$ cat src/rtl/if_stage_if.sv
// ----------------------------------------------------------------------------
// if_stage_if
//  Bundles the instruction-memory, redirect and decode-handshake signals of
//  the fetch stage.
//
//  Signals
//   im_addr        fetch address toward instruction memory
//   im_data        instruction word for im_addr, valid in the same cycle
//   redirect_valid one-cycle request to change fetch flow
//   redirect_pc    redirect target
//   id_ready       decode accepts the fetch slot this cycle
//   id_valid       fetch slot holds an instruction
//   id_pc          PC of the slot instruction
//   id_inst        instruction word of the slot
//   id_exc         slot carries a fetch address error
//
//  Modports
//   master  the fetch stage itself
//   slave   the surroundings (memory, branch unit, decode)
// ----------------------------------------------------------------------------
interface if_stage_if;
    logic [31:0] im_addr;
    logic [31:0] im_data;
    logic        redirect_valid;
    logic [31:0] redirect_pc;
    logic        id_ready;
    logic        id_valid;
    logic [31:0] id_pc;
    logic [31:0] id_inst;
    logic        id_exc;

    modport master (
        output im_addr,
        input  im_data,
        input  redirect_valid,
        input  redirect_pc,
        input  id_ready,
        output id_valid,
        output id_pc,
        output id_inst,
        output id_exc
    );

    modport slave (
        input  im_addr,
        output im_data,
        output redirect_valid,
        output redirect_pc,
        output id_ready,
        input  id_valid,
        input  id_pc,
        input  id_inst,
        input  id_exc
    );
endinterface

$ cat src/rtl/if_stage.sv
// ----------------------------------------------------------------------------
// if_stage
//  Instruction-fetch stage sitting directly in front of instruction memory.
//  Holds the PC (driven out as im_addr), registers the combinational im_data
//  into a single fetch slot handed to decode with valid/ready, applies branch
//  and jump redirects (buffering one that arrives while the stage cannot
//  advance), and traps misaligned or unmapped fetch addresses.
//
//  Ports
//   clk     clock, all state updates on the rising edge
//   resetn  synchronous reset, active low
//   bus     if_stage_if.master: im_addr/im_data, redirect_valid/redirect_pc,
//           id_ready, id_valid/id_pc/id_inst/id_exc
//
//  Parameters
//   RESET_PC  PC loaded on reset (boot ROM)
//   REGION_A  addr[31:20] of the first mapped instruction region
//   REGION_B  addr[31:20] of the second mapped instruction region
//   NOP_INST  instruction word emitted with id_exc
//
//  Configuration
//   IF_DELAY_SLOT_EN  when defined, the instruction fetched on the edge that
//                     takes a redirect (the delay slot) is delivered to
//                     decode; when undefined it is squashed (id_valid=0) and
//                     an address fault in it is ignored.
//
//  state | meaning
//  ------+-------------------------------------------------------------
//  BOOT  | first cycle after reset, nothing captured
//  RUN   | fetching; one instruction captured on every advance cycle
//  FAULT | fetch halted after an address error, waits for a redirect
// ----------------------------------------------------------------------------
module if_stage #(
    parameter logic [31:0] RESET_PC = 32'h9fc0_0000,
    parameter logic [11:0] REGION_A = 12'h9fc,
    parameter logic [11:0] REGION_B = 12'h800,
    parameter logic [31:0] NOP_INST = 32'h0000_0000
) (
    input  logic        clk,
    input  logic        resetn,
    if_stage_if.master  bus
);

    typedef enum logic [1:0] {
        BOOT  = 2'd0,
        RUN   = 2'd1,
        FAULT = 2'd2
    } state_t;

    state_t      state,      state_nxt;
    logic [31:0] pc,         pc_nxt;
    logic        pend_valid, pend_valid_nxt;
    logic [31:0] pend_pc,    pend_pc_nxt;
    logic        id_valid,   id_valid_nxt;
    logic [31:0] id_pc,      id_pc_nxt;
    logic [31:0] id_inst,    id_inst_nxt;
    logic        id_exc,     id_exc_nxt;

    logic        adv;
    logic        bad;
    logic        eff;
    logic [31:0] eff_pc;
    logic        squash;

    assign adv    = (state == RUN) && (!id_valid || bus.id_ready);
    assign bad    = (pc[1:0] != 2'b00) ||
                    ((pc[31:20] != REGION_A) && (pc[31:20] != REGION_B));
    // A live redirect takes priority over one buffered during a stall.
    assign eff    = bus.redirect_valid | pend_valid;
    assign eff_pc = bus.redirect_valid ? bus.redirect_pc : pend_pc;

`ifdef IF_DELAY_SLOT_EN
    assign squash = 1'b0;
`else
    // The instruction fetched alongside a taken redirect is the wrong path.
    assign squash = eff;
`endif

    always_ff @(posedge clk) begin
        if (!resetn) begin
            state      <= BOOT;
            pc         <= RESET_PC;
            pend_valid <= 1'b0;
            pend_pc    <= 32'h0;
            id_valid   <= 1'b0;
            id_pc      <= 32'h0;
            id_inst    <= 32'h0;
            id_exc     <= 1'b0;
        end else begin
            state      <= state_nxt;
            pc         <= pc_nxt;
            pend_valid <= pend_valid_nxt;
            pend_pc    <= pend_pc_nxt;
            id_valid   <= id_valid_nxt;
            id_pc      <= id_pc_nxt;
            id_inst    <= id_inst_nxt;
            id_exc     <= id_exc_nxt;
        end
    end

    always_comb begin
        state_nxt      = state;
        pc_nxt         = pc;
        pend_valid_nxt = pend_valid;
        pend_pc_nxt    = pend_pc;
        id_valid_nxt   = id_valid;
        id_pc_nxt      = id_pc;
        id_inst_nxt    = id_inst;
        id_exc_nxt     = id_exc;

        case (state)
            BOOT: begin
                state_nxt = RUN;
                if (bus.redirect_valid) begin
                    pend_valid_nxt = 1'b1;
                    pend_pc_nxt    = bus.redirect_pc;
                end
            end

            RUN: begin
                if (adv) begin
                    id_pc_nxt      = pc;
                    id_inst_nxt    = bad ? NOP_INST : bus.im_data;
                    id_exc_nxt     = bad && !squash;
                    id_valid_nxt   = !squash;
                    // pc+4 wraps silently; the wrapped address traps via bad.
                    pc_nxt         = eff ? eff_pc : pc + 32'd4;
                    pend_valid_nxt = 1'b0;
                    if (bad && !squash)
                        state_nxt = FAULT;
                end else if (bus.redirect_valid) begin
                    // Newest redirect overwrites any older buffered one.
                    pend_valid_nxt = 1'b1;
                    pend_pc_nxt    = bus.redirect_pc;
                end
            end

            FAULT: begin
                // Redirects are applied directly here rather than buffered.
                if (eff) begin
                    pc_nxt         = eff_pc;
                    pend_valid_nxt = 1'b0;
                    state_nxt      = RUN;
                end
            end

            default: begin
                state_nxt = BOOT;
            end
        endcase

        // Decode drained the slot and nothing replaced it.
        if (!adv && bus.id_ready && id_valid)
            id_valid_nxt = 1'b0;
    end

    assign bus.im_addr  = pc;
    assign bus.id_valid = id_valid;
    assign bus.id_pc    = id_pc;
    assign bus.id_inst  = id_inst;
    assign bus.id_exc   = id_exc;

endmodule
$ cat src/flat_wrapper.sv
// flat-port wrapper written by rule: the top's interface ports become plain ports
module if_stage_flat 
#(
    parameter logic [31:0] RESET_PC = 32'h9fc0_0000,
    parameter logic [11:0] REGION_A = 12'h9fc,
    parameter logic [11:0] REGION_B = 12'h800,
    parameter logic [31:0] NOP_INST = 32'h0000_0000
)
  (clk, resetn, bus_im_addr, bus_im_data, bus_redirect_valid, bus_redirect_pc, bus_id_ready, bus_id_valid, bus_id_pc, bus_id_inst, bus_id_exc);
  if_stage_if bus_i ();
  input  logic clk;
  input  logic resetn;
  output wire logic [$bits(bus_i.im_addr)-1:0] bus_im_addr;
  input wire logic [$bits(bus_i.im_data)-1:0] bus_im_data;
  input wire logic [$bits(bus_i.redirect_valid)-1:0] bus_redirect_valid;
  input wire logic [$bits(bus_i.redirect_pc)-1:0] bus_redirect_pc;
  input wire logic [$bits(bus_i.id_ready)-1:0] bus_id_ready;
  output wire logic [$bits(bus_i.id_valid)-1:0] bus_id_valid;
  output wire logic [$bits(bus_i.id_pc)-1:0] bus_id_pc;
  output wire logic [$bits(bus_i.id_inst)-1:0] bus_id_inst;
  output wire logic [$bits(bus_i.id_exc)-1:0] bus_id_exc;
  assign bus_im_addr = bus_i.im_addr;
  assign bus_i.im_data = bus_im_data;
  assign bus_i.redirect_valid = bus_redirect_valid;
  assign bus_i.redirect_pc = bus_redirect_pc;
  assign bus_i.id_ready = bus_id_ready;
  assign bus_id_valid = bus_i.id_valid;
  assign bus_id_pc = bus_i.id_pc;
  assign bus_id_inst = bus_i.id_inst;
  assign bus_id_exc = bus_i.id_exc;
  if_stage #(.RESET_PC(RESET_PC), .REGION_A(REGION_A), .REGION_B(REGION_B), .NOP_INST(NOP_INST)) u_core (.clk(clk), .resetn(resetn), .bus(bus_i));
endmodule
$ cat config.mk
export PLATFORM = sky130hd
export DESIGN_NAME = if_stage_flat
export DESIGN_NICKNAME = d
export VERILOG_FILES = /design/src/rtl/if_stage_if.sv /design/src/rtl/if_stage.sv /design/src/flat_wrapper.sv
export SDC_FILE = /design/constraint.sdc
export NUM_CORES = 1
export LEC_CHECK = 0
export CAP_MARGIN = 40
export CORE_ASPECT_RATIO = 0.6
export CORE_MARGIN = 4
export CORE_UTILIZATION = 45
export CTS_CLUSTER_SIZE = 30
export DETAILED_ROUTE_END_ITERATION = 8
export DONT_BUFFER_PORTS = 1
export GPL_TIMING_DRIVEN = 0
export SETUP_SLACK_MARGIN = 0.1
export SLEW_MARGIN = 20
export SYNTH_ARGS = -nofsm -noshare
export SYNTH_HDL_FRONTEND = slang
export SYNTH_SLANG_ARGS = --single-unit
export TNS_END_PERCENT = 10
$ cat constraint.sdc
create_clock -name clk -period 2.72 [get_ports clk]
set_clock_uncertainty 0.1 [all_clocks]
set_input_delay 0.68 -clock clk [delete_from_list [all_inputs] [get_ports clk]]
set_output_delay 0.68 -clock clk [all_outputs]
set_load 0.05 [all_outputs]
==> flow_summary_export.csv <==
group,metric,value,unit
sta,slew_headroom,0.439,
logic_synthesis,yosysUniqueCellTypes,66,
critical_path,critPathLaunchType,"register",
cts,root_buffer,"clkbuf_16",
sta,finalCritPeriodShare,0.930,
floorplanning,fp.dieArea,15800,um2
power_and_ir_drop,p_leak,2.54,nW
floorplanning,initial_utilization,0.473,
cts,cts_tree,"yes",
power_and_ir_drop,pwr-share-clk,0.263,
power_and_ir_drop,internal_power,0.00483,W
logic_synthesis,synth-seq-cells,133,
critical_path,endpoint_kind,"register",
cts,cts_buffer_depth,2,
detailed_routing,remaining_drc_errors,0,
floorplanning,fp.dieH,99.1,um
sta,finalWorstSetupSlack,0.189,ns
critical_path,worstPathCellList,"clkbuf_2 > and3_2 > nand4_2 > a21oi_4 > buf_4 > nand3_1 > a21boi_0",
sta,period_needed,2.53,ns
detailed_routing,met1_length,9.22,mm
logic_synthesis,yosysTopAreaCellShare,0.428,
cts,cts_setup_buffers,0,
sta,worstMarginPinSlew,0.840,ns
cells_and_area,fill_cells,1230,
sta,setup_viol,0,
detailed_routing,met3_wirelength,2.82,mm
critical_path,cpPeakStageDelay,0.67,ns
sta,slew_viol_final,0,
floorplanning,fp-row-count,32,
power_and_ir_drop,peakVddDrop,0.496,mV
floorplanning,ios,166,
cells_and_area,postLayoutCellArea,7140,um2
grt,grt_first_pass_wirelength,32.5,mm
cells_and_area,fin_util,0.542,
detailed_routing,vias,5949,
detailed_routing,top_layer,"met4",
critical_path,slowest_stage,"dfxtp_1",
grt,grt_usage,0.261,
cells_and_area,diodes,0,
critical_path,critPathTopFamily,"flip-flops",
flow_run,max_cap_violations,0,
detailed_routing,route.met2.wl,8.94,mm
grt,antenna_found_initial,0,
floorplanning,die_w,160,um
cts,cts_inserted_buffers,17,
logic_synthesis,netlist_area,6230,um2
sta,rsz0062_at_grt,"yes",
logic_synthesis,synth-async-reset-ratio,0,
floorplanning,core,13200,um2
outcome,status,"complete, no violations",
power_and_ir_drop,p_seq_frac,0.435,
placement,place_ws,-0.136,ns
critical_path,path_class,"reg -> reg",
worst_hold_path,hold_class,"in -> reg",
logic_synthesis,syn-num-nets,849,
grt,overflow,0,
detailed_routing,dr.first_iter.drc_count,542,
power_and_ir_drop,combinationalPowerShare,0.302,
critical_path,cp_num_cells,7,
cells_and_area,layout-drive-gt1-share,0.107,
cells_and_area,final_nets,870,
critical_path,cp.arrival,2.77,ns
detailed_routing,vias_per_cell,6.07,
logic_synthesis,synth_edf_count,0,
logic_synthesis,ys_warn_count,0,
logic_synthesis,yosysMostFrequentCell,"nand2_1",
logic_synthesis,avgSynthCellArea,8.02,um2
logic_synthesis,yosysTopAreaCell,"dfxtp_1",
grt,grt_pass1_vias,5677,
critical_path,crit_fanout,10,
cts,cts.hold.buffers_added,0,
sta,hold_viol,0,
logic_synthesis,synthTopCellsByCount,"nand2_1, dfxtp_1, a21oi_1",
worst_hold_path,min_path_cells,2,
logic_synthesis,synth-main-ff-cell,"dfxtp_1",
logic_synthesis,seq_area_frac_synth,0.428,
logic_synthesis,synthCells,776,
cells_and_area,multi_input_area,3280,um2
critical_path,cp_data_required_time,2.96,ns
placement,io_buffers,0,
detailed_routing,routedWlPerCell,21.8,um
cts,clock-sinks,133,
logic_synthesis,synth.area.top_cells,"dfxtp_1, nand2_1, a21boi_0",
sta,fmax,395,MHz
cells_and_area,area_growth,14.6,%
power_and_ir_drop,p_sw_frac,0.486,
detailed_routing,antenna_left,0,
cells_and_area,regArea,2670,um2
detailed_routing,dr.pass1.iters,5,
placement,gp_routability_congestion,0.887,
cts,insertion_delay,0.42,ns
cts,clk_pin_slew,0.06,ns
grt,grt_start_max_net_pins,17,
placement,hpwlAfterDp,16.2,mm
cts,cts.htree.levels,4,
critical_path,reg2reg_depth,7,
detailed_routing,drt-total-wl,21.3,mm
power_and_ir_drop,switching_power,0.00456,W
critical_path,path_buf_inv,2,
power_and_ir_drop,p_per_area,1310,nW/um2
placement,place_area,6450,um2
## metrics by stage
stage / TNS, ns / total power [W] / cells / hold slack (ns)
CTS: 0 / 0.00933 / 979 / 0.279
floorplan: 0 / 0.00587 / 776 / 0.332
global route: 0 / 0.00986 / 980 / 0.281
global placement: -0.127 / 0.00676 / 946 / 0.338
detailed placement: -0.233 / 0.00687 / 947 / 0.349
finish: 0 / 0.00939 / 980 / 0.289
## final timing paths
kind	startpoint	end	slack, ns
setup reg to reg	u_core.bus.im_addr[23]	u_core.bus.id_inst[10]	0.19
hold reg to reg	u_core.pend_pc[24]	u_core.pend_pc[24]	0.35
hold / removal	bus_redirect_pc[22]	u_core.pend_pc[22]	0.29
setup / recovery	u_core.bus.im_addr[23]	u_core.bus.id_inst[10]	0.19
## sequential cells by signal, summed over array words and instances (netlist names)
register / cells
u_core.pend_pc: 32
u_core.bus.id_valid: 1
u_core.state: 2
u_core.pend_valid: 1
u_core.bus.id_exc: 1
u_core.bus.id_inst: 32
u_core.bus.id_pc: 32
u_core.bus.im_addr: 32
## kinds of logic (layout without fill, tap and decap cells)
| group | Yosys count | after routing | synth area share |
|---|---|---|---|
| buffers and inverters | 71 | 105 | 0.0508 |
| muxes | 20 | 20 | 0.0323 |
| adders and majority gates | 5 | 5 | 0.0100 |
| DFF | 133 | 133 | 0.428 |
| AOI/OAI and AO/OA | 216 | 216 | 0.229 |
| and+or+nand+nor | 331 | 331 | 0.250 |
## repair_timing
item                                   4_1_cts  5_1_grt
gates resized for setup                      3       13
endpoints found under the hold margin        0        0
setup endpoints to repair                   10       35
## cell type report
class | instances | area share
buffer | 61 | 0.0393
clock buffer | 18 | 0.0615
clock inverter | 14 | 0.0268
inverter | 10 | 0.00526
multi-input combinational | 572 | 0.459
sequential | 133 | 0.375
tap | 170 | 0.0298
timing repair buffer | 2 | 0.00368
## cells in the final DEF, fill, tap and decap left out, drive strengths merged, types with 6 or more instances in the layout
cell and instances:
nor3 14, nand4 8, nor2 40, o21ai 36, nor3b 8, buf 30
a211oi 14, o211ai 9, mux2i 19, a21boi 48, nand3 47, dfxtp 133
and3 6, nor4 7, clkbuf 51, nand2 178, inv 16, a21oi 66
## power by group through the flow
stage	Sequential (W)	Combinational (W)	Clock [W]
final	0.00408	0.00284	0.00246
after floorplan	0.00390	0.00197	0
after global placement	0.00412	0.00264	0
after detailed placement	0.00411	0.00276	0
after CTS	0.00407	0.00278	0.00248
after global routing	0.00415	0.00314	0.00258
## layer usage
metal / up-vias / global-route usage
met1: 2814 / 0.357
met4: 0 / 0.0701
li1: 2794 / -
met5: - / 0
met2: 306 / 0.377
met3: 35 / 0.116
Note: power is estimated with default switching activity, not from simulation.
